<file path="src/rtl/rx_parity_engine.sv">
// UART receive parity engine: deserialises data bits LSB-first, accumulates
// parity serially, checks the parity bit and tracks parity errors.
module rx_parity_engine #(
    parameter int DATA_WIDTH    = 8,
    parameter int ERR_CNT_WIDTH = 8
) (
    input  logic                     clk,
    input  logic                     reset,
    input  logic                     serial_in_synced,
    input  logic                     bit_strobe,
    input  logic                     frame_start,
    input  logic [2:0]               parity_mode,
    input  logic                     error_clear,
    output logic                     frame_active,
    output logic                     result_valid,
    output logic [DATA_WIDTH-1:0]    data_out,
    output logic                     rx_error,
    output logic                     parity_error_sticky,
    output logic [ERR_CNT_WIDTH-1:0] error_count
);

    localparam int CNT_W = $clog2(DATA_WIDTH + 1);

    typedef enum logic [1:0] {
        S_IDLE,
        S_DATA,
        S_PARITY,
        S_DONE
    } state_t;

    typedef enum logic [2:0] {
        MODE_NONE  = 3'b000,
        MODE_EVEN  = 3'b001,
        MODE_ODD   = 3'b010,
        MODE_MARK  = 3'b011,
        MODE_SPACE = 3'b100
    } mode_t;

    state_t                state, state_nxt;
    mode_t                 mode_q;
    logic                  acc;
    logic [CNT_W-1:0]      bit_cnt;
    logic [DATA_WIDTH-1:0] shift_reg;
    logic [DATA_WIDTH-1:0] shift_nxt;
    logic                  err_q;
    logic                  take_data;
    logic                  take_parity;
    logic                  last_data;
    logic                  expected_parity;

    // Codes 101..111 collapse to "none" so the rest of the logic sees five modes.
    function automatic mode_t decode_mode(input logic [2:0] raw);
        case (raw)
            3'b001:  return MODE_EVEN;
            3'b010:  return MODE_ODD;
            3'b011:  return MODE_MARK;
            3'b100:  return MODE_SPACE;
            default: return MODE_NONE;
        endcase
    endfunction

    // frame_start outranks a coincident strobe, so strobes are only taken without it.
    assign take_data   = (state == S_DATA)   && bit_strobe && !frame_start;
    assign take_parity = (state == S_PARITY) && bit_strobe && !frame_start;
    assign last_data   = (bit_cnt == CNT_W'(DATA_WIDTH - 1));
    assign shift_nxt   = {serial_in_synced, shift_reg[DATA_WIDTH-1:1]};

    always_comb begin
        case (mode_q)
            MODE_EVEN:  expected_parity = acc;
            MODE_ODD:   expected_parity = ~acc;
            MODE_MARK:  expected_parity = 1'b1;
            default:    expected_parity = 1'b0;
        endcase
    end

    // NOTE: sequential state uses non-blocking assignments so every register
    // samples pre-edge values; blocking here would create order-dependent logic.
    always_ff @(posedge clk or negedge reset) begin
        if (!reset) begin
            state <= S_IDLE;
        end else begin
            state <= state_nxt;
        end
    end

    // NOTE: state_nxt is defaulted before the case so no path leaves it
    // unassigned, which would otherwise infer a latch.
    always_comb begin
        state_nxt = state;
        case (state)
            S_IDLE: begin
                if (frame_start) state_nxt = S_DATA;
            end
            S_DATA: begin
                if (frame_start) begin
                    state_nxt = S_DATA;
                end else if (take_data && last_data) begin
                    state_nxt = (mode_q == MODE_NONE) ? S_DONE : S_PARITY;
                end
            end
            S_PARITY: begin
                if (frame_start)      state_nxt = S_DATA;
                else if (take_parity) state_nxt = S_DONE;
            end
            S_DONE: begin
                state_nxt = frame_start ? S_DATA : S_IDLE;
            end
            default: state_nxt = S_IDLE;
        endcase
    end

    always_ff @(posedge clk or negedge reset) begin
        if (!reset) begin
            mode_q    <= MODE_NONE;
            acc       <= 1'b0;
            bit_cnt   <= '0;
            shift_reg <= '0;
            err_q     <= 1'b0;
            data_out  <= '0;
        end else if (frame_start) begin
            mode_q    <= decode_mode(parity_mode);
            acc       <= 1'b0;
            bit_cnt   <= '0;
            shift_reg <= '0;
            err_q     <= 1'b0;
        end else if (take_data) begin
            acc       <= acc ^ serial_in_synced;
            shift_reg <= shift_nxt;
            bit_cnt   <= bit_cnt + 1'b1;
            // Without parity the frame completes on this strobe.
            if (last_data && mode_q == MODE_NONE) begin
                err_q    <= 1'b0;
                data_out <= shift_nxt;
            end
        end else if (take_parity) begin
            err_q    <= (serial_in_synced != expected_parity);
            data_out <= shift_reg;
        end
    end

    assign frame_active = (state == S_DATA) || (state == S_PARITY);
    assign result_valid = (state == S_DONE);
    assign rx_error     = (state == S_DONE) && err_q;

    // A clear coinciding with a new error wipes history first, then records the error.
    always_ff @(posedge clk or negedge reset) begin
        if (!reset) begin
            parity_error_sticky <= 1'b0;
            error_count         <= '0;
        end else if (error_clear) begin
            parity_error_sticky <= rx_error;
            error_count         <= ERR_CNT_WIDTH'(rx_error);
        end else if (rx_error) begin
            parity_error_sticky <= 1'b1;
            if (error_count != '1) error_count <= error_count + 1'b1;
        end
    end

endmodule
</file>
<file path="config.mk">
export PLATFORM = sky130hd
export DESIGN_NAME = rx_parity_engine
export DESIGN_NICKNAME = d
export VERILOG_FILES = /design/src/rtl/rx_parity_engine.sv
export SDC_FILE = /design/constraint.sdc
export NUM_CORES = 1
export LEC_CHECK = 0
export BUFFER_PORTS_ARGS = -buffer_cell sky130_fd_sc_hd__buf_2
export CAP_MARGIN = 20
export CORE_UTILIZATION = 56
export DETAILED_ROUTE_END_ITERATION = 10
export PLACE_DENSITY = 0.79
export SKIP_CTS_REPAIR_TIMING = 1
export SYNTH_ARGS = -nofsm -noshare
export SYNTH_HDL_FRONTEND = slang
export SYNTH_SLANG_ARGS = --single-unit
</file>
<file path="constraint.sdc">
create_clock -name clk -period 2.6 [get_ports clk]
set_clock_uncertainty 0.15 [all_clocks]
set_input_delay 0.39 -clock clk [delete_from_list [all_inputs] [get_ports clk]]
set_output_delay 0.39 -clock clk [all_outputs]
set_load 0.01 [all_outputs]
</file>
Word-level counts from Yosys, hierarchy flattened --
Cells that the tools add are included.
Word-level totals: register bits 36, bits of input ports 9
Operators by class: add/subtract/negate cells 2, equal/unequal tests 18, multiplexer cells 28, bitwise operators 3, reduce and logical (&&, ||, !) cells 20
Operators by type and width (count):
- $mux 8 | 8
- $eq 3x2->1 const B | 4
- $pmux 3 s4 | 1
- $mux 1 | 10
- $mux 2 | 5
- $add 8x1->8 const B | 1
- $mux 4 | 2
- $ne 8x8->1 const B | 1
- $pmux 2 s4 | 1
- $reduce_bool 2->1 | 4
- $logic_and 1x1->1 | 7
- $eq 3x1->1 const B | 2
- $ne 3x2->1 const B | 2
- $reduce_and 3->1 | 2
- $add 4x1->4 const B | 1
- $eq 2x2->1 const B | 2
- $eq 4x3->1 const B | 1
- $reduce_and 2->1 | 2
- $eq 3x3->1 const B | 1
- $logic_not 3->1 | 1
- $ne 3x3->1 const B | 1
- $pmux 1 s3 | 1
- $reduce_bool 3->1 | 1
- $eq 2x1->1 const B | 1
- other kinds (8) | 9

Logic depth before layout (Yosys ltp) --
word-level depth 7, depth in mapped cells 8

Worst setup path before layout --
Ideal clock, no wire load.
path type reg-to-reg, start register state[1], end register data_out[0], setup time 74 ps, arrival time 1567 ps, data required time 2376 ps, path slack 809 ps, stages on the path, launching flop included 9, path buffers 2, cell sequence dfrtp_1 > inv_1 > ha_1 > buf_4 > nor4b_4 > a21oi_2 > or2_1 > buf_6 > o21ai_2
On the way: cells in the longest elaborated chain, start to end 5
Ends and longest elaborated chain:
- start, declared | line 39 | state_t state, state_nxt;
- start signal, assigned | line 83 | state <= state_nxt;
- $eq 2x1->1 or $eq 2x2->1 (tied branches) | line 63, 64
- $logic_and 1x1->1, on equally long branches (2 in series) | line 63, 64
- $ne 2x1->1 (no source line) or $reduce_bool 2->1 (tied branches)
- $reduce_and 3->1 (no source line)
- end signal, assigned | line 134 | data_out <= shift_nxt;
- end signal, assigned | line 138 | data_out <= shift_reg;
- end, declared | line 16 | output logic [DATA_WIDTH-1:0] data_out,
Several ways; a longest one is shown, not always the timed one. A chain may end at the register's enable or synchronous reset.

Worst setup path after layout --
start register state[1], end register bit_cnt[3]
On the way: cells in the longest elaborated chain, start to end 4
Ends and longest elaborated chain:
- $eq 2x1->1 | line 63 | assign take_data = (state == S_DATA) && bit_strobe && !frame_start;
- $logic_and 1x1->1 (2 in series) | line 63
- $reduce_bool 2->1 (no source line)
- end signal, assigned | line 130 | bit_cnt <= bit_cnt + 1'b1;
- end, declared | line 42 | logic [CNT_W-1:0] bit_cnt;
No other way between the ends.

==> reports/qor.csv <==
stage,metric,value,unit
timing,Worst Max-Slew Pin Slew,766,ps
synth,YS warnings,0,
layout,"most common cell after layout, fill and taps aside",dfrtp_1,
critical_path,arrival time at the worst endpoint,2200,ps
floorplanning,Initial Utilization,0.600,
synth,Area contributors post-synth,"dfrtp_1, mux2i_1, nand2_1, ha_1, a21oi_1",
grt,first-pass GRT wire length,5810,um
critical_path,Critical Path Fanout Max,12,
synth,syn avg cell area,9.86,sq um
critical_path,Critical Path Max Stage Delay,430,ps
clocking,Clock Root Buffer,clkbuf_4,
clocking,H-tree Lvls,2,
critical_path,critical path startpoint category,flop,
placed_design,Final GP Congestion,0.719,
critical_path,CP max-delay cell,and2_1,
timing,Tmin final,2130,ps
clocking,Worst-path clk slew,110,ps
grt,vias in the first global route,1267,
floorplanning,core box area,3100,sq um
critical_path,crit end category,flop,
routing,iteration-0 DRC count of the detailed router,76,
timing,max-slew violations,0,
grt,grt total ovfl,0,
timing,setup_tns,0,ps
routing,Vias,1450,
grt,antenna violations before repair,0,
synth,Netlist Area Pre-Place,1860,sq um
power,power per standard cell area,574,nW/um^2
run_status,status,"finished, violations left",
layout,fin nets,233,
synth,syn nets,205,
routing,drt total wl,3450,um
timing,Setup-failing EPs final,0,
routing,Via density,5.53,
grt,GRT Resource Usage Total,0.224,
timing,Final Hold Viols,36,
hold_path,hold crit path type,input pin to async pin,
power,Clock power frac,0.260,
timing,Max Fclk,468,MHz
floorplanning,full die area,3560,sq um
timing,RSZ-0062 raised after global routing,no,
critical_path,crit path kind,flop to flop,
synth,Synth area leader,dfrtp_1,
floorplanning,Cell Rows,20,
timing,fin crit share,0.821,
power,Pint,0.834,mW
job,Max-Cap Viols,0,
power,Seq pwr share,0.517,
power,Psw,0.360,mW
layout,ant diodes,0,
synth,post-synth top area share,0.484,
power,Peak VDD IR,465,uV
clocking,clk_lat worst skew,340,ps
routing,Detail Route Antenna Nets,0,
critical_path,reg2reg start,state[1],
power,combinational share of power,0.223,
routing,WL/cell,13.2,um
floorplanning,die height,59.7,um
synth,distinct cell type count after synthesis,39,
clocking,CTS tree,yes,
grt,pin count of the biggest net entering global routing,37,
clocking,clock buffer depth,2,
critical_path,Worst Path Required,2670,ps
floorplanning,IO Count,29,
synth,fraction of registers with async set/reset,1.00,
run_status,failing checks,negative hold slack,
clocking,number of clock sinks,36,
timing,final hold slack,-34.8,ps
critical_path,crit path cell chain,inv_1 > ha_1 > buf_4 > and2_1 > nand4_1 > xor2_1 > nor2_1,
synth,post-synthesis sequential area ratio,0.484,
clocking,TritonCTS Buffers,5,
floorplanning,Die X,59.7,um
layout,area growth from synthesis to layout,11.7,%
timing,Slew HR,0.490,
layout,most frequent cells in the layout,"dfrtp_1, buf_2, nand2_1",
routing,Pre-Repair DR Iteration Count,4,
synth,"Top FF cell, synth",dfrtp_1,
synth,Post-Syn Instances,189,
power,leakage power,0.991,nW
placed_design,I/O Buffers,28,
routing,Residual DRC,0,
synth,number of flops mapped to enable cells by yosys,0,
layout,share of post-route cells with drive strength above 1,0.206,
placed_design,hpwl dp,2490,um
synth,"FF+latch count, synth",36,
power,Sw Share,0.301,
critical_path,CP startpoint,state[1],
-- through the flow --
step | setup slack, ps | instances | total power, mW | utilization | area [sq um]
global placement | 640 | 254 | 0.879 | 0.652 | 2020
CTS | 493 | 262 | 1.20 | 0.671 | 2080
global route | 372 | 262 | 1.26 | 0.671 | 2080
detailed placement | 527 | 254 | 0.892 | 0.652 | 2020
finish | 465 | 262 | 1.19 | 0.671 | 2080
floorplan | 809 | 189 | 0.829 | - | 1860
-- Yosys cell counts (2+ instances only) --
cell type and n:
nor3_1 3, o21ai_1 2, buf_2 2, nand2_1 25, ha_1 7, nor2_1 12, xor2_1 3, nand2b_1 2
nand4_1 3, inv_1 9, a211oi_1 2, nand3_1 5, a21oi_1 14, nand3b_1 3, xnor2_1 4, dfrtp_1 36
clkbuf_1 4, o21ai_0 13, o21ai_2 8, mux2i_1 11, nor2b_1 3
-- power by group through the flow --
stage	clock (mW)	sequential [mW]	combinational (mW)
floorplan	0	0.625	0.204
global placement	0	0.625	0.254
detailed placement	0	0.628	0.264
CTS	0.318	0.617	0.267
global route	0.345	0.621	0.298
finish	0.311	0.617	0.266
-- final cells by class --
cell class | count | area [sq um]
inverter | 9 | 33.8
fill | 281 | 1020
tap | 44 | 55.1
multi-input combinational | 136 | 885
timing repair buffer | 29 | 148
sequential | 36 | 901
clock buffer | 8 | 58.8
-- critical path: cells and delay by family (launching register included) --
kind	cells	cell delay, ps
and+or+nand+nor	3	650
DFF	1	410
buffers and inverters	2	370
adders and majority gates	1	270
xor gates and xnor gates	1	160
-- cell families after synthesis --
group,after synthesis,share of synthesized area
multiplexers,11,0.0591
buffers and inverters,17,0.0416
XOR/XNOR,7,0.0329
AO/OA/AOI/OAI,45,0.151
adder cells (fa/ha/maj),7,0.0470
AND/OR/NAND/NOR,66,0.185
flip-flops,36,0.484
-- routing by layer --
layer | part of all wire | GRT usage | vias up
li1 | - | - | 719
met4 | 0.012 | 0.0698 | 0
met1 | 0.50 | 0.328 | 691
met5 | 0 | 0 | -
met2 | 0.44 | 0.311 | 36
met3 | 0.054 | 0.0758 | 4
-- worst paths after layout --
path                               end  slack (ps)  depth (start not counted)
max                         bit_cnt[3]         470                          7
min                        data_out[4]         -30                          1
max reg2reg                 bit_cnt[3]         470                          7
min reg2reg                data_out[4]         370                          2
max in group asynchronous  data_out[7]        1850                          1
min in group clk             mode_q[1]         140                          3
Note: power is estimated with default switching activity, not from simulation.
